$ cat src/rtl/demux16_serie_pkg.sv
// Shared definitions for the 16-way serial demultiplexer: FSM encoding and
// start/end write indices for both fill orders.
package demux16_serie_pkg;

  typedef enum logic [1:0] {
    IDLE     = 2'd0,
    CAPTURA  = 2'd1,
    COMPLETO = 2'd2
  } estado_t;

  localparam logic [3:0] INDICE_INICIO_LSB = 4'd0;
  localparam logic [3:0] INDICE_INICIO_MSB = 4'd15;

  function automatic logic [3:0] indice_inicio(input logic msb_primero);
    return msb_primero ? INDICE_INICIO_MSB : INDICE_INICIO_LSB;
  endfunction

  // The last index written in a sequential word is the opposite end of the start.
  function automatic logic [3:0] indice_final(input logic msb_primero);
    return msb_primero ? INDICE_INICIO_LSB : INDICE_INICIO_MSB;
  endfunction

endpackage

$ cat src/rtl/demux16_indice.sv
// 4-bit wrapping index counter, counts up (LSB first) or down (MSB first).
// Load to start takes priority over step; result visible the cycle after.
module demux16_indice
  import demux16_serie_pkg::*;
#(
  parameter bit MSB_PRIMERO = 1'b0
) (
  input  logic       clk,
  input  logic       rst_n,
  input  logic       carga,
  input  logic       paso,
  output logic [3:0] cuenta
);

  localparam logic [3:0] INICIO = indice_inicio(MSB_PRIMERO);

  always_ff @(posedge clk or negedge rst_n) begin
    if (!rst_n) begin
      cuenta <= INICIO;
    end else if (carga) begin
      cuenta <= INICIO;
    end else if (paso) begin
      cuenta <= MSB_PRIMERO ? (cuenta - 4'd1) : (cuenta + 4'd1);
    end
  end

endmodule

$ cat src/rtl/demux16_serie.sv
// Routes a serial bit into a 16-bit register, addressed or auto-indexed; one-cycle latency.
// Inputs are dropped during the COMPLETO cycle (Ocupado); Paridad only when DEMUX16_PARIDAD_EN.
module demux16_serie
  import demux16_serie_pkg::*;
#(
  parameter bit MSB_PRIMERO = 1'b0
) (
  input  logic        clk,
  input  logic        rst_n,
  input  logic        Din,
  input  logic        Valido,
  input  logic [3:0]  Seleccion,
  input  logic        Modo,
  input  logic        Limpiar,
  output logic [15:0] Qn,
  output logic [3:0]  Indice,
  output logic        Listo,
  output logic        Ocupado,
  output logic        Paridad
);

  localparam logic [3:0] INDICE_FIN = indice_final(MSB_PRIMERO);

  estado_t     estado, estado_sig;
  logic        escribe, secuencial, ultimo;
  logic [3:0]  idx;
  logic [15:0] qn_sig;

  // Direct addressing only applies from IDLE; CAPTURA always follows the counter.
  assign escribe    = Valido && !Limpiar && (estado == IDLE || estado == CAPTURA);
  assign secuencial = escribe && (estado == CAPTURA || Modo);
  assign ultimo     = secuencial && (Indice == INDICE_FIN);
  assign idx        = (estado == IDLE && !Modo) ? Seleccion : Indice;

  always_ff @(posedge clk or negedge rst_n) begin
    if (!rst_n) begin
      estado <= IDLE;
    end else begin
      estado <= estado_sig;
    end
  end

  always_comb begin
    estado_sig = estado;
    if (Limpiar) begin
      estado_sig = IDLE;
    end else begin
      case (estado)
        IDLE:     if (secuencial) estado_sig = ultimo ? COMPLETO : CAPTURA;
        CAPTURA:  if (ultimo) estado_sig = COMPLETO;
        COMPLETO: estado_sig = IDLE;
        default:  estado_sig = IDLE;
      endcase
    end
  end

  always_comb begin
    Listo   = (estado == COMPLETO);
    Ocupado = (estado == COMPLETO);
  end

  always_comb begin
    qn_sig = Qn;
    if (Limpiar) begin
      qn_sig = '0;
    end else if (escribe) begin
      qn_sig[idx] = Din;
    end
  end

  always_ff @(posedge clk or negedge rst_n) begin
    if (!rst_n) begin
      Qn <= '0;
    end else begin
      Qn <= qn_sig;
    end
  end

  demux16_indice #(
    .MSB_PRIMERO(MSB_PRIMERO)
  ) u_indice (
    .clk   (clk),
    .rst_n (rst_n),
    .carga (Limpiar),
    .paso  (secuencial),
    .cuenta(Indice)
  );

`ifdef DEMUX16_PARIDAD_EN
  // Parity is taken from the next Qn so it lands in the same cycle as the word.
  logic paridad_q;
  always_ff @(posedge clk or negedge rst_n) begin
    if (!rst_n) begin
      paridad_q <= 1'b0;
    end else begin
      paridad_q <= ^qn_sig;
    end
  end
  assign Paridad = paridad_q;
`else
  assign Paridad = 1'b0;
`endif

endmodule

$ cat config.mk
export PLATFORM = sky130hd
export DESIGN_NAME = demux16_serie
export DESIGN_NICKNAME = d
export VERILOG_FILES = /design/src/rtl/demux16_serie_pkg.sv /design/src/rtl/demux16_indice.sv /design/src/rtl/demux16_serie.sv
export SDC_FILE = /design/constraint.sdc
export NUM_CORES = 1
export LEC_CHECK = 0
export ABC_AREA = 1
export BUFFER_PORTS_ARGS = -buffer_cell sky130_fd_sc_hd__buf_2
export CORE_ASPECT_RATIO = 0.6
export CORE_MARGIN = 2
export CORE_UTILIZATION = 25
export CTS_CLUSTER_SIZE = 25
export DETAILED_ROUTE_END_ITERATION = 7
export GPL_TIMING_DRIVEN = 0
export SLEW_MARGIN = 10
export SYNTH_ARGS = -nofsm -noshare
export SYNTH_HDL_FRONTEND = slang
export SYNTH_SLANG_ARGS = --single-unit
$ cat constraint.sdc
create_clock -name clk -period 1.9 [get_ports clk]
set_input_delay 0.38 -clock clk [delete_from_list [all_inputs] [get_ports clk]]
set_output_delay 0.38 -clock clk [all_outputs]
set_load 0.1 [all_outputs]
# After elaboration in Yosys (flattened, before gate mapping)
# Cells that the tools add are included.
# word_totals
reg_bits	22
out_inout_bits	23
# op_classes
n_addsub	1
n_lt_le_gt_ge	2
n_eq_ne	5
mux	13
reduce_logical	14
# op_table
op	count
$mux W16	2
$bwmux W16	1
$mux W4	3
$mux W2	4
$logic_and A1 B1 Y1	6
$ne A3 B3 Y1 const B	2
$lt A4 B5 Y1 const B	1
$add A4 B1 Y4 const B	1
$demux W1 S4	1
$eq A4 B4 Y1 const B	1
$ge A4 B1 Y1 const B	1
$pmux W2 S2	1
$reduce_bool A2 Y1	2
$eq A2 B1 Y1 const B	1
$eq A2 B2 Y1 const B	1
$logic_not A1 Y1	2
$logic_not A2 Y1	1
$logic_or A1 B1 Y1	2
$reduce_and A2 Y1	1
$mux W1	1

# Depth between registers and ports, before layout
# depth
ltp_word	10
depth_mapped	9
mapped_depth_nobuf	9

# Cells and area by module
# From an unflattened synthesis, not the netlist that was laid out.
# hier_totals
hier_cells	199
hier_area_um2	1375.1
# by_module_without_submodules
module	instances	cells_each	area_each_um2
demux16_serie	1	175	1173.6
demux16_indice	1	24	201.4

# Worst setup path after synthesis
# OpenSTA, ideal clock, no wires.
# synth_timing
kind	register to output
from	register estado[1]
to	output Ocupado
t_arrival_ps	2272
required_time_ps	1520
path_slack_ps	-752
path_stages_with_launch	4
path_buffers	1
path_cell_list	dfrtp_1 > inv_1 > nor2_1 > buf_4
# synth_via
elab_chain_cells	1
# synth_lines
element	line	source
start: declaration	demux16_serie.sv:24	estado_t estado, estado_sig;
start signal: assignment	demux16_serie.sv:39	estado <= estado_sig;
$eq A2 B2 Y1	--	
end: declaration	demux16_serie.sv:18	output logic Ocupado,
# No other way between the ends.

# Worst setup path after layout
# layout_timing
from	register estado[1]
to	output Ocupado
# layout_via
elab_chain_cells	1
# layout_lines
element	line	source
$eq A2 B2 Y1	demux16_serie.sv:59	Ocupado = (estado == COMPLETO);
# No other way between the ends.

==> impl_metrics.json <==
{
  "r2r_slack_ns": 0.29,
  "synth_ff_type": "dfrtp_1",
  "p_leak_nw": 1.01,
  "globalRouteOverflowTotal": 0,
  "crit_path_max_fanout": 3,
  "cts_root_buf": "clkbuf_8",
  "cts_resized": 0,
  "synth-seq-cells": 22,
  "pin_count": 33,
  "cp-start-kind": "flip-flop",
  "synth_cells": 197,
  "min_period_ns": 1.80,
  "maxSlewHeadroom_pct": 64.4,
  "cpPeakStageDelay_ns": 0.45,
  "yosysWarnings": 0,
  "final.setup_skew_ns": 0.00809,
  "synth_edf_count": 0,
  "crit_path_end_kind": "output port",
  "cts_sinks": 22,
  "synth_top_area_share_pct": 39.0,
  "fin_crit_sh_pct": 94.7,
  "place_hpwl_um": 2460,
  "cts_buffers": 3,
  "synth.avg_cell_area_um2": 7.16,
  "use_met3_pct": 4.62,
  "top_usage_layer": "met1",
  "yosysMostFrequentCell": "nand2_1",
  "netlist_area_mm2": 0.00141,
  "clock_latency_ns": 0.27,
  "hold_class": "input port to asynchronous set/reset pin",
  "use_met1_pct": 17.5,
  "gp_congestion": 0.812,
  "drive_gt1_share_pct": 28.0,
  "final_nets": 244,
  "finalMaxSlewViolations": 0,
  "crit_path_top_delay_cell": "dfrtp_1",
  "synthTopCellsByArea": "dfrtp_1, nand2_1, nand3_1, nor2_4, inv_1",
  "dieHeight_um": 62.2,
  "hold_buffers": 0,
  "start_util_pct": 25.6,
  "ys_async_sr_fraction_pct": 100,
  "ir_drop_mv": 0.263,
  "wl_per_cell_um": 10.9,
  "maxCapViolCount": 0,
  "cts_tree": "done",
  "whs_ns": 0.0752,
  "rsz0062_at_grt": "false",
  "grtUsageTotal_pct": 11.2,
  "path_clk_slew_ns": 0.09,
  "syn_nets": 208,
  "critPathArrivalTime_ns": 1.42,
  "synth_top_cells_by_count": "nand2_1, nand3_1, inv_1",
  "status": "finished clean",
  "required_ns": 1.52,
  "grt_max_degree": 23,
  "postCtsSetupRepairBufs": 0,
  "grt_antenna_before_repair": 0,
  "cts-htree-levels": 1,
  "dp.cells": 297,
  "hold_viol": 0,
  "clockBufferDepth": 2,
  "cp_num_buf_inv": 3,
  "fillCellCount": 614,
  "met2_usage_pct": 14.6,
  "cpLargestDelayFamily": "buffers and inverters",
  "first_pass_iters": 4,
  "max_freq_mhz": 556,
  "setup_viol": 0,
  "antenna_left": 0,
  "first_global_vias": 1125,
  "yosysSeqAreaShare_pct": 39.0,
  "p_per_area_mw_per_mm2": 766,
  "drc": 0,
  "vias": 1250,
  "worst_pin_slew_ns": 0.535,
  "vias_per_cell": 4.15,
  "drt_iter0_drc": 88,
  "dieArea_mm2": 0.00628,
  "total_power_w": 0.00133,
  "fin_setup_tns_ns": 0,
  "syn_to_final_growth_pct": 22.7,
  "row_count": 21,
  "ys_types": 22,
  "diodes": 0,
  "final_cells": 301,
  "wirelength_um": 3270,
  "numPortBuffers": 31,
  "worstPathCellList": "inv_1, nor2_4, buf_4, buf_2",
  "die_x_um": 101,
  "grt_pass1_wl_um": 5580,
  "core_area_mm2": 0.00552,
  "synth_area_leader_cell": "dfrtp_1",
  "crit_type": "flip-flop to output port"
}
## through the flow
step,instance area [µm²],worst slack [ns],util [%]
3_5_place_dp,1660,0.308,30.1
5_1_grt,1730,0.0380,31.4
3_3_place_gp,1660,0.338,30.1
4_1_cts,1730,0.0819,31.4
2_1_floorplan,1420,0.0863,-
6_report,1730,0.101,31.4
## worst paths after layout
path / endpoint / depth (start not counted) / start
setup reg to reg: Qn[1] / 8 / estado[0]
min in group clk: estado[0] / 4 / Limpiar
max in group asynchronous: Qn[5] / 1 / rst_n
hold / removal: u_indice.cuenta[0] / 1 / rst_n
hold reg to reg: Qn[7] / 4 / Qn[7]
setup / recovery: Ocupado / 4 / estado[1]
## where the power goes
group | internal [W] | total, W | switching (W)
logic | 0.0000714 | 0.000365 | 0.000293
clock network | 0.000282 | 0.000456 | 0.000174
registers | 0.000489 | 0.000506 | 0.0000171
## sequential cells by signal, indices dropped and copies added (netlist names)
signal,count
u_indice.cuenta,4
Qn,16
estado,2
## per-layer routing
layer	share of wire, %	routed length, µm
met1	54	1770
met5	0	0
met4	0.18	6
met3	8.0	263
met2	38	1230
## worst register-to-register path, delay by kind of cell, from the launching register on
kind                   cells  cell delay, ns
buffers and inverters      1            0.03
flip-flops                 1            0.47
AND/OR/NAND/NOR            7            1.01
## layout make-up
cell class | instances | area (µm²) | area share (%)
Tap cell | 69 | 86.3 | 4.99
Inverter | 26 | 103 | 5.92
Clock inverter | 1 | 30.0 | 1.73
Multi-Input combinational cell | 144 | 734 | 42.4
Sequential cell | 22 | 551 | 31.8
Clock buffer | 3 | 41.3 | 2.38
Buffer | 5 | 31.3 | 1.81
Timing Repair Buffer | 31 | 155 | 8.96
## cell usage in the layout, fill, tap and decap left out, types with 3 or more instances in the layout
cell      netlist  layout
clkbuf_8        0       3
inv_1          23      23
nor2_1          4       3
nand2_2        10      10
o21ai_1         3       3
buf_2           0      31
dfrtp_1        22      22
nand3_1        26      26
nand3_2         3       3
nor2_4         10      11
nand2_1        79      79
## cell families after synthesis
logic type | Yosys count | synth area share, %
and+or+nand+nor | 136 | 48.0
buffers and inverters | 31 | 9.49
DFF | 22 | 39.0
AOI/OAI and AO/OA | 6 | 2.30
adders and majority gates | 1 | 0.886
other | 1 | 0.266
Note: power is estimated with default switching activity, not from simulation.
